File: config.mk
export PLATFORM = sky130hd
export DESIGN_NAME = mc_control_unit_flat
export DESIGN_NICKNAME = d
export VERILOG_FILES = /design/src/rtl/mc_control_unit_if.sv /design/src/rtl/mc_control_unit.sv /design/src/flat_wrapper.sv
export SDC_FILE = /design/constraint.sdc
export NUM_CORES = 1
export LEC_CHECK = 0
export ABC_CLOCK_PERIOD_IN_PS = 2500
export CAP_MARGIN = 20
export CORE_MARGIN = 3
export CORE_UTILIZATION = 49
export CTS_CLUSTER_DIAMETER = 100
export DETAILED_ROUTE_END_ITERATION = 8
export HOLD_SLACK_MARGIN = 0.08
export PLACE_DENSITY = 0.83
export SYNTH_ARGS = -nofsm -noshare
export SYNTH_HDL_FRONTEND = slang
export SYNTH_SLANG_ARGS = --single-unit
File: constraint.sdc
create_clock -name clk -period 2.5 [get_ports clk]
set_input_delay 0.625 -clock clk [delete_from_list [all_inputs] [get_ports clk]]
set_output_delay 0.625 -clock clk [all_outputs]
set_load 0.05 [all_outputs]
File: src/rtl/mc_control_unit_if.sv
// Control bus between the multicycle RV32I controller and its datapath.
// The master side is the controller: it reads the instruction fields and ALU flag
// and drives every select and write enable.
interface mc_control_unit_if;
    logic [6:0] op;
    logic [2:0] funct3;
    logic       funct7b5;
    logic       zero;
    logic       PCWrite;
    logic       AdrSrc;
    logic       MemWrite;
    logic       IRWrite;
    logic [1:0] ResultSrc;
    logic [2:0] ALUControl;
    logic [1:0] ALUSrcA;
    logic [1:0] ALUSrcB;
    logic [1:0] ImmSrc;
    logic       RegWrite;
    logic       illegal;

    modport master (
        input  op, funct3, funct7b5, zero,
        output PCWrite, AdrSrc, MemWrite, IRWrite, ResultSrc, ALUControl,
               ALUSrcA, ALUSrcB, ImmSrc, RegWrite, illegal
    );

    modport slave (
        output op, funct3, funct7b5, zero,
        input  PCWrite, AdrSrc, MemWrite, IRWrite, ResultSrc, ALUControl,
               ALUSrcA, ALUSrcB, ImmSrc, RegWrite, illegal
    );
endinterface

File: src/rtl/mc_control_unit.sv
// Moore FSM controller for a multicycle RV32I datapath (lw, sw, R/I ALU ops, beq, jal).
// State-determined controls are registered together with the state; the few controls
// that depend on instruction fields or the zero flag are resolved combinationally from
// registered selector bits. Write enables are gated by the async reset so an aborted
// instruction cannot write anything while reset is held.
module mc_control_unit #(
    parameter bit TRAP_EN = 1'b1,
    parameter int CNT_W   = 32
) (
    input  logic                clk,
    input  logic                rst,
    mc_control_unit_if.master   bus,
    output logic [CNT_W-1:0]    instret
);

    typedef enum logic [3:0] {
        S_FETCH, S_DECODE, S_MEMADR, S_MEMREAD, S_MEMWB, S_MEMWRITE,
        S_EXECR, S_EXECI, S_ALUWB, S_BEQ, S_JAL, S_TRAP
    } state_t;

    localparam logic [1:0] ALUOP_ADD   = 2'b00;
    localparam logic [1:0] ALUOP_SUB   = 2'b01;
    localparam logic [1:0] ALUOP_FUNCT = 2'b10;

    typedef struct packed {
        logic       pcupdate;
        logic       branch;
        logic       adrsrc;
        logic       memwrite;
        logic       irwrite;
        logic       regwrite;
        logic [1:0] resultsrc;
        logic [1:0] srca;
        logic [1:0] srcb;
        logic [1:0] aluop;
        logic       imm_by_op;  // ImmSrc follows the opcode (DECODE, MEMADR)
        logic       illegal;
    } ctrl_t;

    state_t           state_q, state_d;
    ctrl_t            ctrl_q;
    logic [CNT_W-1:0] instret_q;

    logic is_lw, is_sw, is_r, is_i, is_beq, is_jal, alu_f3_ok, legal;
    logic [1:0] imm_op;

    // Control word asserted while sitting in a given state.
    function automatic ctrl_t ctrl_for(state_t s);
        ctrl_t c;
        c = '0;
        case (s)
            S_FETCH:    begin c.irwrite = 1'b1; c.srcb = 2'b10; c.resultsrc = 2'b10; c.pcupdate = 1'b1; end
            S_DECODE:   begin c.srca = 2'b01; c.srcb = 2'b01; c.imm_by_op = 1'b1; end
            S_MEMADR:   begin c.srca = 2'b10; c.srcb = 2'b01; c.imm_by_op = 1'b1; end
            S_MEMREAD:  begin c.adrsrc = 1'b1; end
            S_MEMWB:    begin c.resultsrc = 2'b01; c.regwrite = 1'b1; end
            S_MEMWRITE: begin c.adrsrc = 1'b1; c.memwrite = 1'b1; end
            S_EXECR:    begin c.srca = 2'b10; c.aluop = ALUOP_FUNCT; end
            S_EXECI:    begin c.srca = 2'b10; c.srcb = 2'b01; c.aluop = ALUOP_FUNCT; end
            S_ALUWB:    begin c.regwrite = 1'b1; end
            S_BEQ:      begin c.srca = 2'b10; c.aluop = ALUOP_SUB; c.branch = 1'b1; end
            S_JAL:      begin c.srca = 2'b01; c.srcb = 2'b10; c.pcupdate = 1'b1; end
            S_TRAP:     begin c.illegal = 1'b1; end
            default:    ;
        endcase
        return c;
    endfunction

    // Instruction class and legality of the latched encoding.
    always_comb begin
        is_lw     = (bus.op == 7'b0000011);
        is_sw     = (bus.op == 7'b0100011);
        is_r      = (bus.op == 7'b0110011);
        is_i      = (bus.op == 7'b0010011);
        is_beq    = (bus.op == 7'b1100011);
        is_jal    = (bus.op == 7'b1101111);
        alu_f3_ok = (bus.funct3 == 3'b000) || (bus.funct3 == 3'b010) ||
                    (bus.funct3 == 3'b110) || (bus.funct3 == 3'b111);
        legal     = ((is_lw || is_sw) && (bus.funct3 == 3'b010)) ||
                    ((is_r || is_i) && alu_f3_ok) ||
                    (is_beq && (bus.funct3 == 3'b000)) ||
                    is_jal;
        imm_op    = is_sw  ? 2'b01 :
                    is_beq ? 2'b10 :
                    is_jal ? 2'b11 : 2'b00;
    end

    // Next-state selection.
    always_comb begin
        state_d = state_q;
        case (state_q)
            S_FETCH:    state_d = S_DECODE;
            S_DECODE: begin
                if (!legal)              state_d = TRAP_EN ? S_TRAP : S_FETCH;
                else if (is_lw || is_sw) state_d = S_MEMADR;
                else if (is_r)           state_d = S_EXECR;
                else if (is_i)           state_d = S_EXECI;
                else if (is_beq)         state_d = S_BEQ;
                else                     state_d = S_JAL;
            end
            S_MEMADR:   state_d = is_lw ? S_MEMREAD : S_MEMWRITE;
            S_MEMREAD:  state_d = S_MEMWB;
            S_MEMWB:    state_d = S_FETCH;
            S_MEMWRITE: state_d = S_FETCH;
            S_EXECR:    state_d = S_ALUWB;
            S_EXECI:    state_d = S_ALUWB;
            S_ALUWB:    state_d = S_FETCH;
            S_BEQ:      state_d = S_FETCH;
            S_JAL:      state_d = S_ALUWB;
            S_TRAP:     state_d = S_TRAP;
            default:    state_d = S_FETCH;
        endcase
    end

    // State, registered control word and retired-instruction counter.
    always_ff @(posedge clk or negedge rst) begin
        if (!rst) begin
            state_q   <= S_FETCH;
            ctrl_q    <= ctrl_for(S_FETCH);
            instret_q <= '0;
        end else begin
            state_q <= state_d;
            ctrl_q  <= ctrl_for(state_d);
            if (state_q == S_MEMWB || state_q == S_MEMWRITE ||
                state_q == S_ALUWB || state_q == S_BEQ)
                instret_q <= instret_q + CNT_W'(1);
        end
    end

    // ALU operation: fixed add/sub, or decoded from funct3/funct7b5.
    always_comb begin
        bus.ALUControl = 3'b000;
        case (ctrl_q.aluop)
            ALUOP_SUB: bus.ALUControl = 3'b001;
            ALUOP_FUNCT: begin
                case (bus.funct3)
                    3'b000:  bus.ALUControl = (bus.op[5] && bus.funct7b5) ? 3'b001 : 3'b000;
                    3'b010:  bus.ALUControl = 3'b101;
                    3'b110:  bus.ALUControl = 3'b011;
                    3'b111:  bus.ALUControl = 3'b010;
                    default: bus.ALUControl = 3'b000;
                endcase
            end
            default: bus.ALUControl = 3'b000;
        endcase
    end

    assign bus.PCWrite   = rst & (ctrl_q.pcupdate | (ctrl_q.branch & bus.zero));
    assign bus.MemWrite  = rst & ctrl_q.memwrite;
    assign bus.IRWrite   = rst & ctrl_q.irwrite;
    assign bus.RegWrite  = rst & ctrl_q.regwrite;
    assign bus.AdrSrc    = ctrl_q.adrsrc;
    assign bus.ResultSrc = ctrl_q.resultsrc;
    assign bus.ALUSrcA   = ctrl_q.srca;
    assign bus.ALUSrcB   = ctrl_q.srcb;
    assign bus.ImmSrc    = ctrl_q.imm_by_op ? imm_op : 2'b00;
    assign bus.illegal   = ctrl_q.illegal;
    assign instret       = instret_q;

endmodule
File: src/flat_wrapper.sv
// flat-port wrapper written by rule: the top's interface ports become plain ports
module mc_control_unit_flat 
#(
    parameter bit TRAP_EN = 1'b1,
    parameter int CNT_W   = 32
)
  (clk, rst, instret, bus_op, bus_funct3, bus_funct7b5, bus_zero, bus_PCWrite, bus_AdrSrc, bus_MemWrite, bus_IRWrite, bus_ResultSrc, bus_ALUControl, bus_ALUSrcA, bus_ALUSrcB, bus_ImmSrc, bus_RegWrite, bus_illegal);
  mc_control_unit_if bus_i ();
  input  logic clk;
  input  logic rst;
  output logic [CNT_W-1:0] instret;
  input wire logic [$bits(bus_i.op)-1:0] bus_op;
  input wire logic [$bits(bus_i.funct3)-1:0] bus_funct3;
  input wire logic [$bits(bus_i.funct7b5)-1:0] bus_funct7b5;
  input wire logic [$bits(bus_i.zero)-1:0] bus_zero;
  output wire logic [$bits(bus_i.PCWrite)-1:0] bus_PCWrite;
  output wire logic [$bits(bus_i.AdrSrc)-1:0] bus_AdrSrc;
  output wire logic [$bits(bus_i.MemWrite)-1:0] bus_MemWrite;
  output wire logic [$bits(bus_i.IRWrite)-1:0] bus_IRWrite;
  output wire logic [$bits(bus_i.ResultSrc)-1:0] bus_ResultSrc;
  output wire logic [$bits(bus_i.ALUControl)-1:0] bus_ALUControl;
  output wire logic [$bits(bus_i.ALUSrcA)-1:0] bus_ALUSrcA;
  output wire logic [$bits(bus_i.ALUSrcB)-1:0] bus_ALUSrcB;
  output wire logic [$bits(bus_i.ImmSrc)-1:0] bus_ImmSrc;
  output wire logic [$bits(bus_i.RegWrite)-1:0] bus_RegWrite;
  output wire logic [$bits(bus_i.illegal)-1:0] bus_illegal;
  assign bus_i.op = bus_op;
  assign bus_i.funct3 = bus_funct3;
  assign bus_i.funct7b5 = bus_funct7b5;
  assign bus_i.zero = bus_zero;
  assign bus_PCWrite = bus_i.PCWrite;
  assign bus_AdrSrc = bus_i.AdrSrc;
  assign bus_MemWrite = bus_i.MemWrite;
  assign bus_IRWrite = bus_i.IRWrite;
  assign bus_ResultSrc = bus_i.ResultSrc;
  assign bus_ALUControl = bus_i.ALUControl;
  assign bus_ALUSrcA = bus_i.ALUSrcA;
  assign bus_ALUSrcB = bus_i.ALUSrcB;
  assign bus_ImmSrc = bus_i.ImmSrc;
  assign bus_RegWrite = bus_i.RegWrite;
  assign bus_illegal = bus_i.illegal;
  mc_control_unit #(.TRAP_EN(TRAP_EN), .CNT_W(CNT_W)) u_core (.clk(clk), .rst(rst), .bus(bus_i), .instret(instret));
endmodule
== Word level (Yosys, flattened, before mapping) ==
Cells that the tools add are included.
Storage, ports and cells
  register bits: 52
  latch bits: 0
  bits in writable memories: 0
  ROM bits: 0
  input bits: 14
  word-level logic and storage cells: 107
  memories: 0
Cells by class
  add/sub/neg operators: 1
  $mul: 0
  div/mod/pow operators: 0
  order comparisons: 0
  equal/unequal tests: 33
  shifts and indexed selects: 0
  muxes and demuxes: 26
  bitwise operators: 6
  reductions and logical operators: 27
Operators with widths (count)
  adder 32 x 1 -> 32 bit, second input constant: 1
  == test 4 x 3 -> 1 bit, second input constant: 8
  == test 4 bit, second input constant: 8
  case mux 4 bit (6 select lines): 1
  == test 4 x 2 -> 1 bit, second input constant: 4
  two-way mux 4 bit: 4
  case mux 2 bit (2 select lines): 4
  == test 7 x 6 -> 1 bit, second input constant: 2
  == test 7 bit, second input constant: 2
  case mux 3 bit (4 select lines): 1
  OR reduction 2 bit: 6
  logical OR 1 bit: 11
  two-way mux 2 bit: 5
  two-way mux 1 bit: 9
  == test 4 x 1 -> 1 bit, second input constant: 2
  logical NOT 4 bit: 2
  == test 7 x 2 -> 1 bit, second input constant: 1
  == test 7 x 5 -> 1 bit, second input constant: 1
  == test 3 bit, second input constant: 2
  case mux 3 bit (2 select lines): 1
  OR reduction 3 bit: 2
  bitwise AND 1 bit: 5
  logical AND 1 bit: 4
  OR reduction 4 bit: 1
  6 further kinds: 6

== Logic depth before layout (Yosys ltp) ==
  depth after elaboration: 13
  gate-level depth with buffers: 8
  mapped depth without buffers: 7

== Least setup slack after synthesis ==
No wires, ideal clock.
  kind: input to output
  start point: in bus_op[4]
  end point: out bus_ImmSrc[0]
  arrival: 1800 ps
  setup slack: 75 ps
  stages: 4
  path through: and3b_1 -> and3_1 -> a32oi_1 -> nor2b_1
On the way
  cells in the longest elaborated chain, start to end: 5
Ends and longest elaborated chain
  from (decl): RTL line flat_wrapper.sv:12  | input wire logic [$bits(bus_i.op)-1:0] bus_op;
  == test 7 bit: RTL line mc_control_unit.sv:76  | is_jal = (bus.op == 7'b1101111);
  two-way mux 2 bit: RTL line mc_control_unit.sv:85  | is_jal ? 2'b11 : 2'b00;
  two-way mux 2 bit: RTL line mc_control_unit.sv:84  | is_beq ? 2'b10 :
  two-way mux 2 bit (*): RTL line mc_control_unit.sv:83  | imm_op = is_sw ? 2'b01 :
  two-way mux 2 bit (*): RTL line mc_control_unit.sv:156  | assign bus.ImmSrc = ctrl_q.imm_by_op ? imm_op : 2'b00;
  to (decl): RTL line flat_wrapper.sv:24  | output wire logic [$bits(bus_i.ImmSrc)-1:0] bus_ImmSrc;
Mark *: on every way between the ends. The rest lies on a longest branch, timed or not.

== Worst setup path in the final report ==
  start point: in bus_funct3[1]
  end point: out bus_ALUControl[0]
On the way
  cells in the longest elaborated chain, start to end: 3
Ends and longest elaborated chain
  from (decl): RTL line flat_wrapper.sv:13  | input wire logic [$bits(bus_i.funct3)-1:0] bus_funct3;
  == test 3 bit, or another cell as far along: RTL line mc_control_unit.sv:136  | case (bus.funct3)
  case mux 3 bit (4 select lines) (*): RTL line mc_control_unit.sv:136
  case mux 3 bit (2 select lines) (*): RTL line mc_control_unit.sv:133  | case (ctrl_q.aluop)
  to (decl): RTL line flat_wrapper.sv:21  | output wire logic [$bits(bus_i.ALUControl)-1:0] bus_ALUControl;
Marked as above.

==> reports/metrics.cfg <==
[clocking]
cts.sinks = 51
path_clk_slew_ps = 90
numCtsBuffers = 5
cts_root_buf = clkbuf_8
cts_tree = done
clk_latency_ps = 300
hold_buffers = 0
cts_buffer_depth = 2
h-tree-depth = 2

[global_route]
antenna_found_initial = 0
grt_overflow = 0
track_usage = 0.184
grt_pass1_wl_um = 8790
grt_pass1_vias = 1928
grt_max_degree = 34

[worst_setup_path]
startpoint_type = primary input
critPathBufInv = 2
rr_worst_depth = 6
arrival_ps = 1740
cp_cell_sequence = clkdlybuf4s50_1 > a31oi_1 > nor3b_1 > nor2_1 > nor2_2 > buf_12
r2r_start = u_core.state_q[3]
cp_slowest_stage_delay_ps = 530
rrSetupSlack_ps = 480
critPathRequiredTime_ps = 1880
cp-end-kind = output port
slowest_stage = clkdlybuf4s50_1
path_class = primary input to output port
cp_top_family = buffers and inverters
crit_fanout = 5
r2r_end = u_core.instret[31]

[timing]
max_freq_mhz = 422
setup_viol = 0
period_needed_ps = 2370
slew_viol_final = 0
worst_slack_ps = 131
timing.final.crit_share = 0.948
slew_headroom = 0.658
worst_slew_pin_slew_ps = 511
rsz0062_at_grt = no
hold_viol = 0
fin_skew_ps = 6.01

[finish]
drive_gt1_frac = 0.170
antenna_cells = 0
fill_cells = 366
area_growth_pct = 39.4
nNetsFinal = 334

[logic_synthesis]
yosysUniqueCellTypes = 41
synth_fp_nets = 258
syn_inst = 241
yosysTopAreaCellShare = 0.475
synth_flop_cell = dfrtp_1
yosysWarnings = 0
yosysMostFrequentCell = dfrtp_1
synth_edf_count = 0
ys_ff_latch = 51
synthesis.area_um2 = 2480
post-synth-top-area-cell = dfrtp_1
netlist_top_cells_count = dfrtp_1, nand2_1, xnor2_1
synthArstFlopShare = 1.00
synth_area_leaders = dfrtp_1, xnor2_1, dfstp_2, xor2_1, nand2_1
seq_area_frac_synth = 0.517
syn_avg_cell_area_um2 = 10.3

[pwr]
ir_drop_mv = 0.454
p_total_mw = 3.06
powerDensity_nw_per_um2 = 887
leakage_nw = 1.53

[drt]
drt_iter0_markers = 64
drc = 0
via_per_inst = 5.16
wire_per_inst_um = 13.4
wl_met2_um = 2710
highest_layer = met4
firstDrtPassIters = 4
wirelength_um = 5170
antenna_left = 0
drt-met1-wl_um = 2130
dr_total_vias = 1987
wl_met3_um = 278

[placed_design]
gp_congestion = 0.914
place_hpwl_um = 4030
post-place-ws_ps = -80.4
io_buffers = 62

[min_path]
worstHoldPathType = primary input to asynchronous set/reset pin

[floorplan]
io_pins = 63
rows = 25
die_w_um = 77.1
core-area_um2 = 4820
die_y_um = 77.1
start_util = 0.514
dieArea_um2 = 5940

[outcome]
outcome = finished, final reports clean

[flow_run]
maxCapViolCount = 0

## worst max path at each step
stage,startpoint,to,slack [ps],cells after the start
final,bus_funct3[1],bus_ALUControl[0],130,6
after global routing,bus_op[2],bus_ImmSrc[0],40,6
after global placement,bus_op[5],bus_ImmSrc[0],-50,6
after CTS,bus_funct3[2],bus_ALUControl[0],40,7
after detailed placement,bus_op[5],bus_ImmSrc[0],-80,6
after floorplan,bus_op[4],bus_ImmSrc[0],80,4
## layout by cell type (no fill, tap or decap), types with 6 or more instances in the layout
cell type,n
dlygate4sd2_1,7
xor2_1,11
nor2_1,18
nand2_1,24
buf_4,17
nor3_1,8
and2_1,6
nand3_1,16
dfrtp_1,47
buf_12,9
nand4_1,6
nand2b_1,6
inv_1,9
and3_1,7
xnor2_1,21
clkdlybuf4s50_1,44
## metrics by stage
stage          TNS (ps)  instances  hold slack [ps]  utilization  area (um2)
6_report              0        385              168        0.717        3450
5_1_grt               0        385              164        0.717        3450
4_1_cts               0        385              167        0.715        3440
3_5_place_dp       -169        373              462        0.685        3300
3_3_place_gp      -67.5        373              462        0.685        3300
2_1_floorplan         0        241              329            -        2480
## power by group
| part | leakage (nW) | internal (mW) | total [mW] | switching [mW] |
|---|---|---|---|---|
| logic | 0.794 | 0.520 | 1.33 | 0.811 |
| clock network | 0.0581 | 0.298 | 0.564 | 0.266 |
| registers | 0.677 | 1.01 | 1.17 | 0.156 |
| total | 1.53 | 1.83 | 3.06 | 1.23 |
## cell type report
type,instances,area [um2],share of cell area
inverters,9,33.8,0.00979
clock buffers,5,68.8,0.0199
clock inverters,3,43.8,0.0127
repair buffers,79,827,0.240
flip-flops and latches,51,1280,0.371
multi-input cells,171,1110,0.323
well taps,67,83.8,0.0243
## sequential cells by signal (all words and copies together) (netlist names)
signal and flops:
u_core.bus.ResultSrc 2, u_core.instret 32, u_core.ctrl_q 7, u_core.bus.ALUSrcB 2, u_core.bus.AdrSrc 1, u_core.state_q 4, u_core.bus.illegal 1, u_core.bus.ALUSrcA 2
## cell families after synthesis
family / Yosys count / synth area share
adders and majority gates: 3 / 0.0152
buffers and inverters: 19 / 0.0389
muxes: 1 / 0.00455
AOI/OAI and AO/OA: 22 / 0.0586
xor gates and xnor gates: 32 / 0.113
DFF: 51 / 0.517
and+or+nand+nor: 113 / 0.252
## per-layer routing
metal	vias up	track usage
li1	967	-
met1	953	0.212
met2	60	0.340
met3	7	0.0446
met4	0	0.0480
met5	-	0
## worst register-to-register path, cell delays in order, from the launching register on
cell	delay [ps]
dfrtp_1	490
xnor2_1	260
nor3_2	290
nand2_1	210
nor3_1	370
nand3_1	150
xnor2_1	140
## repair_timing
item	4_1_cts	5_1_grt
pin swaps	4	0
setup endpoints to repair	3	6
buffers inserted	4	0
gates resized for setup	9	4
endpoints found under the hold margin	0	0
Power figures use the tool's default switching activity.
